==> config.mk <==
export PLATFORM = sky130hd
export DESIGN_NAME = ctrl_sd_rd_seq
export DESIGN_NICKNAME = d
export VERILOG_FILES = /design/src/rtl/ctrl_sd_pkg.sv /design/src/rtl/sd_crc16.sv /design/src/rtl/ctrl_sd_rd_seq.sv
export SDC_FILE = /design/constraint.sdc
export NUM_CORES = 1
export LEC_CHECK = 0
export BUFFER_PORTS_ARGS = -buffer_cell sky130_fd_sc_hd__buf_2
export CORE_UTILIZATION = 53
export DETAILED_ROUTE_END_ITERATION = 10
export PLACE_DENSITY = 0.81
export SYNTH_ARGS = -nofsm -noshare
export SYNTH_HDL_FRONTEND = slang
export SYNTH_SLANG_ARGS = --single-unit
==> constraint.sdc <==
create_clock -name clk -period 2.6 [get_ports clk]
set_clock_uncertainty 0.05 [all_clocks]
set_input_delay 0.39 -clock clk [delete_from_list [all_inputs] [get_ports clk]]
set_output_delay 0.39 -clock clk [all_outputs]
set_load 0.01 [all_outputs]
==> src/rtl/ctrl_sd_pkg.sv <==
// ctrl_sd_pkg: register offsets, bytes, encodings for the SD read sequencer.
// Also holds the byte-wide CRC16-CCITT step used by sd_crc16.
package ctrl_sd_pkg;

    localparam logic [7:0] SPI_CS_OFS  = 8'h20;
    localparam logic [7:0] SPI_DAT_OFS = 8'h24;
    localparam logic [7:0] CMD17_BYTE  = 8'h51;
    localparam logic [7:0] START_TOKEN = 8'hFE;
    localparam logic [7:0] FILL_BYTE   = 8'hFF;

    typedef enum logic [3:0] {
        S_IDLE,
        S_CS_ON,
        S_PRE,
        S_CMD,
        S_R1,
        S_TOK,
        S_DATA,
        S_PUSH,
        S_CRC,
        S_CS_OFF,
        S_POST,
        S_FIN
    } state_e;

    // Sub-steps of one SPI byte exchange over qmem.
    typedef enum logic [1:0] {
        PH_WR,
        PH_RD,
        PH_CAP
    } phase_e;

    localparam logic [2:0] ERR_OK       = 3'd0;
    localparam logic [2:0] ERR_R1_TMO   = 3'd1;
    localparam logic [2:0] ERR_R1_BAD   = 3'd2;
    localparam logic [2:0] ERR_DATA_TOK = 3'd3;
    localparam logic [2:0] ERR_TOK_TMO  = 3'd4;
    localparam logic [2:0] ERR_CRC      = 3'd5;

    function automatic logic [15:0] crc16_step(
        input logic [15:0] crc,
        input logic [7:0]  din
    );
        logic [15:0] c;
        c = crc;
        for (int i = 7; i >= 0; i--) begin
            if (c[15] ^ din[i]) c = {c[14:0], 1'b0} ^ 16'h1021;
            else                c = {c[14:0], 1'b0};
        end
        return c;
    endfunction

endpackage

==> src/rtl/sd_crc16.sv <==
// sd_crc16: byte-serial CRC16-CCITT (poly 0x1021, init 0) accumulator.
// clr wins over en; the result is registered.
module sd_crc16
    import ctrl_sd_pkg::*;
(
    input  logic        clk,
    input  logic        rst,
    input  logic        clr,
    input  logic        en,
    input  logic [7:0]  din,
    output logic [15:0] crc
);

    logic [15:0] crc_q;
    logic [15:0] crc_d;

    always_comb begin
        crc_d = crc_q;
        if (clr)     crc_d = 16'h0000;
        else if (en) crc_d = crc16_step(crc_q, din);
    end

    always_ff @(posedge clk) begin
        if (rst) crc_q <= 16'h0000;
        else     crc_q <= crc_d;
    end

    assign crc = crc_q;

endmodule

==> src/rtl/ctrl_sd_rd_seq.sv <==
// ctrl_sd_rd_seq: qmem master running one SPI-mode CMD17 block read.
// Define CTRL_SD_RD_SEQ_CRC_EN to verify the data CRC16 (err 5).
module ctrl_sd_rd_seq
    import ctrl_sd_pkg::*;
#(
    parameter int              QAW         = 22,
    parameter int              QDW         = 32,
    parameter int              QSW         = QDW / 8,
    parameter logic [QAW-1:0]  REG_BASE    = 22'h200000,
    parameter logic [3:0]      CS_SEL      = 4'b0001,
    parameter int              RESP_TRIES  = 8,
    parameter logic [15:0]     TOKEN_TRIES = 16'd50000
) (
    input  logic           clk,
    input  logic           rst,
    input  logic           req,
    input  logic [31:0]    blk_addr,
    input  logic           sdhc,
    output logic           busy,
    output logic           done,
    output logic [2:0]     err_code,
    output logic [7:0]     out_dat,
    output logic           out_vld,
    input  logic           out_rdy,
    output logic [QAW-1:0] adr,
    output logic           cs,
    output logic           we,
    output logic [QSW-1:0] sel,
    output logic [QDW-1:0] dat_w,
    input  logic [QDW-1:0] dat_r,
    input  logic           ack,
    input  logic           err
);

    localparam logic [QAW-1:0] CS_ADR  = REG_BASE + QAW'(SPI_CS_OFS);
    localparam logic [QAW-1:0] DAT_ADR = REG_BASE + QAW'(SPI_DAT_OFS);

    state_e         state_q, state_d;
    phase_e         ph_q, ph_d;
    logic [15:0]    cnt_q, cnt_d;
    logic [9:0]     bcnt_q, bcnt_d;
    logic [7:0]     rx_q, rx_d;
    logic [31:0]    arg_q, arg_d;
    logic [2:0]     err_q, err_d;
    logic [2:0]     err_code_q, err_code_d;
    logic           cs_q, cs_d;
    logic           we_q, we_d;
    logic [QAW-1:0] adr_q, adr_d;
    logic [QDW-1:0] dat_w_q, dat_w_d;

    logic       is_xfer, is_reg_wr;
    logic       xfer_done, wr_done;
    logic [7:0] rx_now, tx_byte, wr_byte;
    logic       unused_ok;

    assign unused_ok = ^{err, dat_r[QDW-1:8]};
    assign rx_now    = dat_r[7:0];
    assign is_reg_wr = state_q inside {S_CS_ON, S_CS_OFF};
    assign is_xfer   = state_q inside {S_PRE, S_CMD, S_R1, S_TOK,
                                       S_DATA, S_CRC, S_POST};

`ifdef CTRL_SD_RD_SEQ_CRC_EN
    logic [15:0] crc_val;

    sd_crc16 u_crc (
        .clk (clk),
        .rst (rst),
        .clr (state_q == S_IDLE && req),
        .en  (state_q == S_DATA && xfer_done),
        .din (rx_now),
        .crc (crc_val)
    );
`endif

    always_comb begin
        tx_byte = FILL_BYTE;
        if (state_q == S_CMD) begin
            case (cnt_q[2:0])
                3'd0:    tx_byte = CMD17_BYTE;
                3'd1:    tx_byte = arg_q[31:24];
                3'd2:    tx_byte = arg_q[23:16];
                3'd3:    tx_byte = arg_q[15:8];
                3'd4:    tx_byte = arg_q[7:0];
                default: tx_byte = FILL_BYTE;
            endcase
        end
        wr_byte = (state_q == S_CS_ON) ? {CS_SEL, CS_SEL}
                                       : {CS_SEL, 4'b0000};
    end

    always_ff @(posedge clk) begin
        if (rst) begin
            state_q    <= S_IDLE;
            ph_q       <= PH_WR;
            cnt_q      <= '0;
            bcnt_q     <= '0;
            rx_q       <= '0;
            arg_q      <= '0;
            err_q      <= ERR_OK;
            err_code_q <= ERR_OK;
            cs_q       <= 1'b0;
            we_q       <= 1'b0;
            adr_q      <= '0;
            dat_w_q    <= '0;
        end else begin
            state_q    <= state_d;
            ph_q       <= ph_d;
            cnt_q      <= cnt_d;
            bcnt_q     <= bcnt_d;
            rx_q       <= rx_d;
            arg_q      <= arg_d;
            err_q      <= err_d;
            err_code_q <= err_code_d;
            cs_q       <= cs_d;
            we_q       <= we_d;
            adr_q      <= adr_d;
            dat_w_q    <= dat_w_d;
        end
    end

    always_comb begin
        state_d    = state_q;
        ph_d       = ph_q;
        cnt_d      = cnt_q;
        bcnt_d     = bcnt_q;
        rx_d       = rx_q;
        arg_d      = arg_q;
        err_d      = err_q;
        err_code_d = err_code_q;
        cs_d       = cs_q;
        we_d       = we_q;
        adr_d      = adr_q;
        dat_w_d    = dat_w_q;
        xfer_done  = 1'b0;
        wr_done    = 1'b0;

        // One access at a time; cs drops for a cycle after every ack.
        if (is_xfer || is_reg_wr) begin
            if (cs_q) begin
                if (ack) begin
                    cs_d = 1'b0;
                    if (is_reg_wr)          wr_done = 1'b1;
                    else if (ph_q == PH_WR) ph_d = PH_RD;
                    else                    ph_d = PH_CAP;
                end
            end else if (ph_q == PH_CAP) begin
                ph_d      = PH_WR;
                xfer_done = 1'b1;
                rx_d      = rx_now;
            end else begin
                cs_d    = 1'b1;
                we_d    = is_reg_wr || (ph_q == PH_WR);
                adr_d   = is_reg_wr ? CS_ADR : DAT_ADR;
                dat_w_d = is_reg_wr ? QDW'(wr_byte) : QDW'(tx_byte);
            end
        end

        unique case (state_q)
            S_IDLE: if (req) begin
                state_d    = S_CS_ON;
                ph_d       = PH_WR;
                cnt_d      = '0;
                err_d      = ERR_OK;
                err_code_d = ERR_OK;
                arg_d      = sdhc ? blk_addr : {blk_addr[22:0], 9'b0};
            end
            S_CS_ON: if (wr_done) state_d = S_PRE;
            S_PRE: if (xfer_done) begin
                state_d = S_CMD;
                cnt_d   = '0;
            end
            S_CMD: if (xfer_done) begin
                if (cnt_q == 16'd5) begin
                    state_d = S_R1;
                    cnt_d   = '0;
                end else begin
                    cnt_d = cnt_q + 16'd1;
                end
            end
            S_R1: if (xfer_done) begin
                if (!rx_now[7]) begin
                    if (rx_now == 8'h00) begin
                        state_d = S_TOK;
                        cnt_d   = '0;
                    end else begin
                        err_d   = ERR_R1_BAD;
                        state_d = S_CS_OFF;
                    end
                end else if (cnt_q == 16'(RESP_TRIES - 1)) begin
                    err_d   = ERR_R1_TMO;
                    state_d = S_CS_OFF;
                end else begin
                    cnt_d = cnt_q + 16'd1;
                end
            end
            S_TOK: if (xfer_done) begin
                if (rx_now == START_TOKEN) begin
                    state_d = S_DATA;
                    bcnt_d  = '0;
                end else if (rx_now == FILL_BYTE) begin
                    if (cnt_q == TOKEN_TRIES - 16'd1) begin
                        err_d   = ERR_TOK_TMO;
                        state_d = S_CS_OFF;
                    end else begin
                        cnt_d = cnt_q + 16'd1;
                    end
                end else begin
                    err_d   = ERR_DATA_TOK;
                    state_d = S_CS_OFF;
                end
            end
            S_DATA: if (xfer_done) state_d = S_PUSH;
            S_PUSH: if (out_rdy) begin
                if (bcnt_q != 10'd511) begin
                    bcnt_d  = bcnt_q + 10'd1;
                    state_d = S_DATA;
                end else begin
                    state_d = S_CRC;
                    cnt_d   = '0;
                end
            end
            // rx_q holds the first (MSB) CRC byte when the second lands.
            S_CRC: if (xfer_done) begin
                if (cnt_q == 16'd0) begin
                    cnt_d = 16'd1;
                end else begin
                    state_d = S_CS_OFF;
`ifdef CTRL_SD_RD_SEQ_CRC_EN
                    if ({rx_q, rx_now} != crc_val) err_d = ERR_CRC;
`endif
                end
            end
            S_CS_OFF: if (wr_done) state_d = S_POST;
            S_POST: if (xfer_done) begin
                state_d    = S_FIN;
                err_code_d = err_q;
            end
            S_FIN:   state_d = S_IDLE;
            default: state_d = S_IDLE;
        endcase
    end

    always_comb begin
        busy    = !(state_q inside {S_IDLE, S_FIN});
        done    = (state_q == S_FIN);
        out_vld = (state_q == S_PUSH);
        out_dat = rx_q;
    end

    assign err_code = err_code_q;
    assign cs       = cs_q;
    assign we       = we_q;
    assign adr      = adr_q;
    assign dat_w    = dat_w_q;
    assign sel      = '1;

endmodule

After elaboration in Yosys (flattened, before gate mapping)
Index checks and enable logic that the tools add are counted.
{"block": "totals", "out_inout_bits": 74, "register_bits": 134, "word_cells": 166, "input_bits": 71}
{"block": "op_classes", "eq_ne": 48, "bitwise_logic": 2, "n_reduce_logical": 23, "muxes": 79, "addsub": 2}
{"operator": "$mux 16", "count": 16}
{"operator": "$pmux 16 s7", "count": 1}
{"operator": "$mux 4", "count": 20}
{"operator": "$pmux 4 s11", "count": 1}
{"operator": "$mux 10", "count": 4}
{"operator": "$pmux 8 s5", "count": 1}
{"operator": "$mux 3", "count": 11}
{"operator": "$eq 16x3->1 const B", "count": 2}
{"operator": "$mux 32", "count": 1}
{"operator": "$reduce_and 15->1", "count": 2}
{"operator": "$ne 2x2->1 const B", "count": 14}
{"operator": "$pmux 10 s2", "count": 1}
{"operator": "$add 16x1->16 const B", "count": 1}
{"operator": "$eq 16x16->1 const B", "count": 1}
{"operator": "$eq 4x3->1 const B", "count": 4}
{"operator": "$eq 4x4->1 const B", "count": 4}
{"operator": "$eq 8x8->1 const B", "count": 2}
{"operator": "$logic_not 16->1", "count": 1}
{"operator": "$mux 2", "count": 8}
{"operator": "$mux 8", "count": 2}
{"operator": "$reduce_bool 7->1", "count": 2}
{"operator": "$ne 2x1->1 const B", "count": 6}
{"operator": "$mux 1", "count": 11}
{"operator": "$add 10x1->10 const B", "count": 1}
{"operator": "25 further kinds", "count": 37}

Logic depth before layout (Yosys ltp)
Gate-level depths: netlist (run 1).
{"block": "depth", "depth_word": 8, "ltp_mapped": 10, "mapped_depth_nobuf": 8}

Worst setup path after synthesis (run 1)
OpenSTA, ideal clock, no wires.
{"block": "synth_path", "path_kind": "input-to-reg", "from": "in dat_r[4]", "to": "reg cnt_q[15]", "arrival_ps": 2203, "setup_slack_ps": 277, "stages": 7, "cell_sequence": "or4_4 nor2_2 a211oi_1 or3_1 buf_2 or4_1 a21oi_1"}
{"block": "synth_between", "elab_chain_len": 3}
{"element": "start, declared", "line_no": "ctrl_sd_rd_seq.sv:30", "rtl": "input logic [QDW-1:0] dat_r,"}
{"element": "$eq 8x8->1, or another cell as far along", "line_no": "ctrl_sd_rd_seq.sv:200", "rtl": "end else if (rx_now == FILL_BYTE) begin"}
{"element": "$ne 2x1->1 (no line), or another cell as far along"}
{"element": "$reduce_and 15->1 (no line) *"}
{"element": "end signal, assigned", "line_no": "ctrl_sd_rd_seq.sv:108", "rtl": "cnt_q <= cnt_d;"}
{"element": "end, declared", "line_no": "ctrl_sd_rd_seq.sv:40", "rtl": "logic [15:0] cnt_q, cnt_d;"}
Every way passes the cells marked *; elsewhere a longest branch is shown, timed or not.
A chain may end at the register's enable or synchronous reset.

Worst setup path after layout (run 1)
{"block": "layout_path", "from": "reg state_q[3]", "to": "reg cnt_q[11]"}
{"block": "layout_between", "elab_chain_len": 6}
{"element": "start, declared", "line_no": "ctrl_sd_rd_seq.sv:38", "rtl": "state_e state_q, state_d;"}
{"element": "start signal, assigned", "line_no": "ctrl_sd_rd_seq.sv:106", "rtl": "state_q <= state_d;"}
{"element": "$eq 4x2->1, or another cell as far along", "line_no": "ctrl_sd_rd_seq.sv:59, ctrl_sd_rd_seq.sv:158"}
{"element": "$reduce_bool 7->1 / $reduce_bool 2->1 (equally long branches)", "line_no": "ctrl_sd_rd_seq.sv:59, ctrl_sd_rd_seq.sv:58"}
{"element": "$logic_or 1x1->1", "line_no": "ctrl_sd_rd_seq.sv:138", "rtl": "if (is_xfer || is_reg_wr) begin"}
{"element": "$mux 1", "line_no": "ctrl_sd_rd_seq.sv:138"}
{"element": "$ne 2x2->1 (no line)"}
{"element": "$reduce_and 15->1 (no line)"}
Parallel ways exist; a longest one is shown, timed or not.

==> results of run 1 <==
-- critical path: cells and delay by family, from the launching register on --
family,cells,cell delay (ns)
and+or+nand+nor,3,0.41
DFF,1,0.61
AOI/OAI and AO/OA,3,0.78
buffers and inverters,2,0.44
-- cell type report --
type | instances | share of cell area, %
inverter | 16 | 1.011
sequential | 90 | 30.39
timing repair buffer | 109 | 10.95
multi-input combinational | 525 | 51.79
clock buffer | 11 | 2.380
clock inverter | 5 | 0.6740
tap | 133 | 2.801
-- sequential cells by signal, indices dropped and copies added (netlist names) --
signal    flops
arg_q        32
cnt_q        16
bcnt_q       10
dat_w         8
out_dat       8
state_q       4
err_code      3
err_q         3
adr           2
ph_q          2
cs            1
we            1
-- metrics by stage --
step | instance area, um^2 | instances | hold slack (ns) | setup slack [ns] | util, %
after floorplan | 5458 | 723 | 0.3792 | 0.2771 | -
after global placement | 5751 | 873 | 0.3883 | 0.1287 | 59.10
after detailed placement | 5751 | 873 | 0.3914 | 0.09824 | 59.10
after CTS | 5932 | 889 | 0.2436 | 0.1053 | 60.97
after global routing | 5941 | 889 | 0.2383 | 0.01427 | 61.06
final | 5941 | 889 | 0.2475 | 0.1748 | 61.06
-- Yosys cell counts, drive strengths merged, types with 4 or more instances --
library cell	number	area, um^2
a211oi	32	240.2
a21oi	64	320.3
a22oi	11	82.58
a31oi	11	68.82
and3	4	25.02
and4	6	52.55
buf	57	400.4
clkbuf	35	131.4
dfxtp	90	1802
ha	6	75.07
inv	16	60.06
mux2i	24	240.2
nand2	55	206.5
nand2b	6	37.54
nand3	28	140.1
nand4	19	118.9
nand4b	4	35.03
nor2	69	264.0
nor2b	7	43.79
nor3	22	115.1
nor4	6	58.80
o21a	7	52.55
o21ai	29	145.1
o31ai	11	82.58
or3	6	37.54
or4	8	63.81
-- report_power, final --
part / internal, uW / switching [uW]
registers: 1640 / 189
logic: 793 / 1150
clock network: 377 / 521
-- kinds of logic after synthesis --
family	share of synthesized area, %
simple gates	25.88
mux	4.755
flops	34.07
fa+ha+maj	1.419
compound gates	22.55
other cells	0.1420
buf+inv	11.19
-- final timing paths --
check	from	to	slack [ns]	cells after the start
worst max-delay path	state_q[3]$_SDFFE_PP0P_	cnt_q[11]$_SDFFE_PP0P_	0.17	8
worst min-delay path	dat_r[1]	out_dat[1]$_SDFFE_PP0P_	0.25	3
worst max register to register	state_q[3]$_SDFFE_PP0P_	cnt_q[11]$_SDFFE_PP0P_	0.17	8
worst min register to register	arg_q[8]$_SDFFE_PP0P_	arg_q[8]$_SDFFE_PP0P_	0.41	2
-- per-layer routing --
layer / track usage (%) / vias to the layer above
li1: - / 2537
met1: 31.69 / 2429
met2: 44.07 / 240
met3: 4.036 / 28
met4: 11.65 / 0
met5: 0 / -
-- timing repair --
| item | CTS | global route |
|---|---|---|
| buffers inserted | 0 | 0 |
| resized for setup | 0 | 4 |
| endpoints found under the setup margin | 0 | 3 |
==> impl_summary.txt, run 1 <==
----------------------------------------------------
[Run status]
  Result of the run ... complete, no violations

[Global route]
  Overall routing resource usage ... 25.65%
  Initial antenna violation count ... 0
  First-pass GRT wire length ... 21.20 mm
  Global-route congestion overflow total ... 0
  Pin count of the biggest net entering global routing ... 59
  Via count of the first global-routing pass ... 4715

[Logic synthesis]
  Main synth FF type ... sky130_fd_sc_hd__dfxtp_1
  Warning count from the yosys run ... 0
  EDFF count, synth ... 0
  Post-synthesis instance total ... 678
  Sequential share of the synthesized area ... 34.07%
  Cell area after synthesis ... 0.005289 mm^2
  Number of storage elements in the synthesis netlist ... 90
  Proportion of register bits with asynchronous set or reset after synthesis ... 0%
  Number of unique standard cell types used by synthesis ... 59
  Mean cell area of the mapped netlist ... 7.801 um^2

[Drt]
  Remaining number of nets flagged by the antenna check after routing ... 0
  Initial drt markers ... 368
  Count of vias placed by the detailed router ... 5234
  Highest metal layer with signal wires ... met4
  DR WL/cell ... 14.92 um
  Detailed-route wire length on metal 1 ... 5.510 mm
  Number of remaining DRC errors ... 0
  Final Routed Wirelength ... 13.27 mm
  Vias per cell ... 5.888
  First-pass iteration count of the detailed router ... 5
  Met3 wire length ... 886 um
  Detail Route met2 WL ... 6.546 mm

[Timing]
  Highest attainable clock frequency ... 0.4123 GHz
  Shortest period the worst path allows ... 2.425 ns
  Pins Over Slew Limit ... 0
  Hold Fails Final Rpt ... 0
  Final setup viols ... 0
  Actual slew at the worst max-slew pin ... 0.7965 ns
  Ratio of final minimum period to clock period ... 93.28%
  Sum of negative setup slack ... 0 ns
  Tightest slew margin relative to the limit ... 46.90%
  Setup repair after global routing missed its margin ... no

[Placed design]
  RD Place Congestion ... 0.9115
  DPL Wire Length ... 9.580 mm
  Port Buf Inserts ... 72

[Floorplan]
  Core region area ... 0.009729 mm^2
  IO Count ... 145
  Height of the die ... 101.9 um
  Initial Utilization ... 54.36%
  Total number of placement rows ... 36
  X dimension of the die ... 101.9 um
  Die Outline Area ... 0.01038 mm^2

[CTS]
  H-tree Lvls ... 3
  Number of sinks on the clock net ... 90
  TritonCTS clock tree ... built
  CTS Root Buffer Type ... sky130_fd_sc_hd__clkbuf_8
  Number of hold-repair buffers added at the cts stage ... 0
  Clock latency on the worst-skew pair ... 0.36 ns
  CTS Buf Count ... 9
  Worst-path clk slew ... 0.09 ns
  Clock Path Buffers ... 2

[Critical path]
  Maximum net fanout on the critical path ... 12
  CP required ... 2.78 ns
  Cells traversed along the worst timing path ... buf_4 > nand2b_1 > nand2b_1 > o21a_1 > nor3_1 > buf_4 > a41oi_1 > o31ai_1
  WP data arrival ... 2.60 ns
  Max stage delay on crit path ... 0.61 ns
  Worst Setup End Kind ... register
  Element type at the critical path start ... register
  WS Path Type ... reg -> reg
  CP max stage cell ... sky130_fd_sc_hd__dfxtp_1

[Final layout]
  Final layout net count ... 828
  Sequential cell area ... 0.001805 mm^2
  Synth-to-layout area growth ... 12.33%
  Share of post-route cells with drive strength above 1 ... 18.92%
  Most used cells in the layout excluding fill and tap cells ... 87 x sky130_fd_sc_hd__dfxtp_1, 72 x sky130_fd_sc_hd__buf_2, 66 x sky130_fd_sc_hd__nor2_1
  Number of filler instances in the final layout ... 863
  Footprint of the multi-input gates ... 0.003077 mm^2
  Most common cell after layout, fill and taps aside ... sky130_fd_sc_hd__dfxtp_1
  Number of diodes ... 0

[Power and ir drop]
  Overall power after layout ... 4669 uW
  Leakage ... 0.002351 uW
  Power density relative to cell area ... 786.0 mW/mm^2
  Largest vdd supply drop ... 449.6 uV

[Job]
  Max Cap Viol ... 0

[Worst hold path]
  Hold WC Path Type ... in -> reg

----------------------------------------------------
No activity file was read; power rests on OpenSTA's default activity.
==> inputs of run 2 (changes only) <==
--- a/config.mk
+++ b/config.mk
@@ -6,7 +6,9 @@
 export NUM_CORES = 1
 export LEC_CHECK = 0
 export BUFFER_PORTS_ARGS = -buffer_cell sky130_fd_sc_hd__buf_2
+export CORE_MARGIN = 5
 export CORE_UTILIZATION = 53
+export CTS_CLUSTER_SIZE = 8
 export DETAILED_ROUTE_END_ITERATION = 10
 export PLACE_DENSITY = 0.81
 export SYNTH_ARGS = -nofsm -noshare
==> run 2 against run 1 <==
  * Non-clock buffer count up 2
  * Setup slack worse by 0.055 ns
  * First-iteration DRC count up 1.6%
  * Power up 1.9%
  * Global-route usage down 2.9 points
  * Combinational power up 2%
  * Clock power up 8.8%
  * Core utilization up 0.21 points
  * Clock-buffer cell count down 1
  * Maximum frequency down 2.2%
  * Largest cell class unchanged
==> impl_summary.txt, run 2 (synthesis results as in run 1) <==
----------------------------------------------------
[Run status]
  Result of the run ... complete, no violations

[Global route]
  Initial antenna violation count ... 0 (unchanged)
  Global-route congestion overflow total ... 0 (unchanged)
  First-pass GRT wire length ... 22.32 mm (+5.3%)
  Via count of the first global-routing pass ... 4857 (+3.0%)
  Pin count of the biggest net entering global routing ... 59 (unchanged)
  Overall routing resource usage ... 22.76% (-2.9 points)

[Floorplan]
  Die Outline Area ... 0.01208 mm^2 (+16%)
  Initial Utilization ... 54.11% (-0.25 points)
  Height of the die ... 109.9 um (+7.9%)
  IO Count ... 145 (unchanged)
  X dimension of the die ... 109.9 um (+7.9%)
  Core region area ... 0.009774 mm^2 (+0.46%)
  Total number of placement rows ... 36 (unchanged)

[Timing]
  Pins Over Slew Limit ... 0 (unchanged)
  Hold Fails Final Rpt ... 0 (unchanged)
  Worst setup margin ... 0.1199 ns (-0.05493 ns)
  Shortest period the worst path allows ... 2.480 ns (+0.05493 ns)
  Tightest slew margin relative to the limit ... 42.97% (-3.9 points)
  Ratio of final minimum period to clock period ... 95.39% (+2.1 points)
  Actual slew at the worst max-slew pin ... 0.8555 ns (+0.05902 ns)
  Highest attainable clock frequency ... 0.4032 GHz (-2.2%)
  Final setup viols ... 0 (unchanged)
  Worst hold slack after final layout ... 0.2384 ns (-0.009113 ns)

[Critical path]
  Worst Setup End Kind ... register
  Total buffers and inverters traversed by the critical path ... 1 (-1)
  Category of cells accounting for the largest share of critical-path delay ... simple AND/OR/NAND/NOR gates
  CP required ... 2.85 ns (+0.07 ns)
  Element type at the critical path start ... register
  Startpoint of the lowest-slack register-to-register path ... cnt_q[0]$_SDFFE_PP0P_
  Max stage delay on crit path ... 0.53 ns (-0.08 ns)
  Cells traversed along the worst timing path ... inv_1 > ha_1 > nor4b_2 > nand4_1 > o21ba_1 > or3_1 > or4_1 > a21oi_1
  WS Path Type ... reg -> reg
  Crit path launch ... cnt_q[0]$_SDFFE_PP0P_
  Register-to-Register Setup Slack ... 0.12 ns (-0.05 ns)
  Maximum net fanout on the critical path ... 5 (-7)
  WP data arrival ... 2.73 ns (+0.13 ns)
  CP max stage cell ... sky130_fd_sc_hd__or4_1

[Final layout]
  Largest registers in the final layout ... arg_q x32, cnt_q x16, bcnt_q x10
  Share of post-route cells with drive strength above 1 ... 18.87% (-0.050 points)
  Synth-to-layout area growth ... 13.22%
  Most used cells in the layout excluding fill and tap cells ... 90 x sky130_fd_sc_hd__dfxtp_1, 72 x sky130_fd_sc_hd__buf_2, 66 x sky130_fd_sc_hd__nor2_1
  Most common cell after layout, fill and taps aside ... sky130_fd_sc_hd__dfxtp_1
  Number of diodes ... 0 (unchanged)
  Final layout net count ... 830 (+0.24%)
  Flip-flop count of the largest register, all copies and words added ... 32 (unchanged)
  Biggest register ... arg_q
  Cell Count, Final, Fillers Out ... 891 (+0.22%)

[CTS]
  H-tree Lvls ... 3 (unchanged)
  Clock Path Buffers ... 2 (unchanged)
  CTS Buf Count ... 9 (unchanged)
  CTS Root Buffer Type ... sky130_fd_sc_hd__clkbuf_8
  Number of sinks on the clock net ... 90 (unchanged)
  Clock latency on the worst-skew pair ... 0.36 ns (about the same)
  TritonCTS clock tree ... built
  Worst-path clk slew ... 0.09 ns (about the same)
  Number of hold-repair buffers added at the cts stage ... 0 (unchanged)

[Job]
  Max Cap Viol ... 0 (unchanged)

[Drt]
  Number of remaining DRC errors ... 0 (unchanged)
  First-pass iteration count of the detailed router ... 5 (unchanged)
  Count of vias placed by the detailed router ... 5216 (-0.34%)
  Vias per cell ... 5.854 (-0.57%)
  Initial drt markers ... 374 (+1.6%)
  Final Routed Wirelength ... 13.75 mm (+3.6%)
  Remaining number of nets flagged by the antenna check after routing ... 0 (unchanged)
  DR WL/cell ... 15.43 um (+3.4%)

[Power and ir drop]
  Overall power after layout ... 4758 uW (+1.9%)
  Power density relative to cell area ... 794.5 mW/mm^2 (+1.1%)
  Leakage ... 0.002386 uW (+1.5%)
  Largest vdd supply drop ... 569.7 uV (+27%)

[Worst hold path]
  Hold path startpoint ... dat_r[3]
  Hold WC Path Type ... in -> reg

[Placed design]
  RD Place Congestion ... 0.8484 (-6.9%)
  Pre-CTS setup slack ... -0.04844 ns (-0.1467 ns)
  DPL Wire Length ... 10.14 mm (+5.8%)
  Port Buf Inserts ... 72 (unchanged)
  Number of placed instances, taps included ... 874 (+0.11%)

----------------------------------------------------
run 2: changes by cell type in the layout (fill, tap and decap cells not counted), sizes merged:
cell      before  now
buf          109  111
inv           16   19
clkbuf        11   10
clkinv         2    1
clkinvlp       3    1
bufinv         0    1
run 2: worst min-delay path, cell delays in order:
cell	delay, ns
sky130_fd_sc_hd__buf_2	0.11
sky130_fd_sc_hd__nand2_1	0.05
sky130_fd_sc_hd__a21oi_1	0.05
run 2: repair_timing:
item	CTS	global route
endpoints found under the setup margin	1	2
resized for setup	1	1
buffers inserted	0	1
pin swaps	0	0
run 2: layer usage:
layer	global-route usage, %	part of all wire, %	up-vias
li1	-	-	2544
met1	28.04	41	2413
met2	39.38	49	230
met3	4.815	7.5	29
met4	7.391	2.4	0
met5	0	0	-
run 2: per-stage QoR:
stage               util (%)   TNS, ns  instance area [um^2]
floorplan                  -         0                  5458
global placement       59.04         0                  5771
detailed placement     59.04  -0.04844                  5771
CTS                    61.14         0                  5976
global route           61.26  -0.02126                  5988
finish                 61.26         0                  5988
run 2: cell type report:
class,instances,area [um^2]
timing repair buffer,111,678.2
inverter,16,60.06
multi-input combinational,525,3082
fill,914,3786
sequential,90,1802
clock inverter,6,72.57
tap,133,166.4
clock buffer,10,127.6
run 2: power by group:
| part | leakage [uW] | switching [uW] | internal, uW | total [uW] |
|---|---|---|---|---|
| registers | 0.000734 | 158 | 1640 | 1790 |
| logic | 0.00155 | 1200 | 789 | 1980 |
| clock network | 0.0000979 | 521 | 457 | 978 |
| total | 0.00239 | 1870 | 2880 | 4760 |
run 2: final timing paths:
kind | endpoint | cells after the start
worst max-delay path | cnt_q[15]$_SDFFE_PP0P_ | 8
worst min-delay path | out_dat[3]$_SDFFE_PP0P_ | 3
worst max register to register | cnt_q[15]$_SDFFE_PP0P_ | 8
worst min register to register | arg_q[0]$_SDFFE_PP0P_ | 2
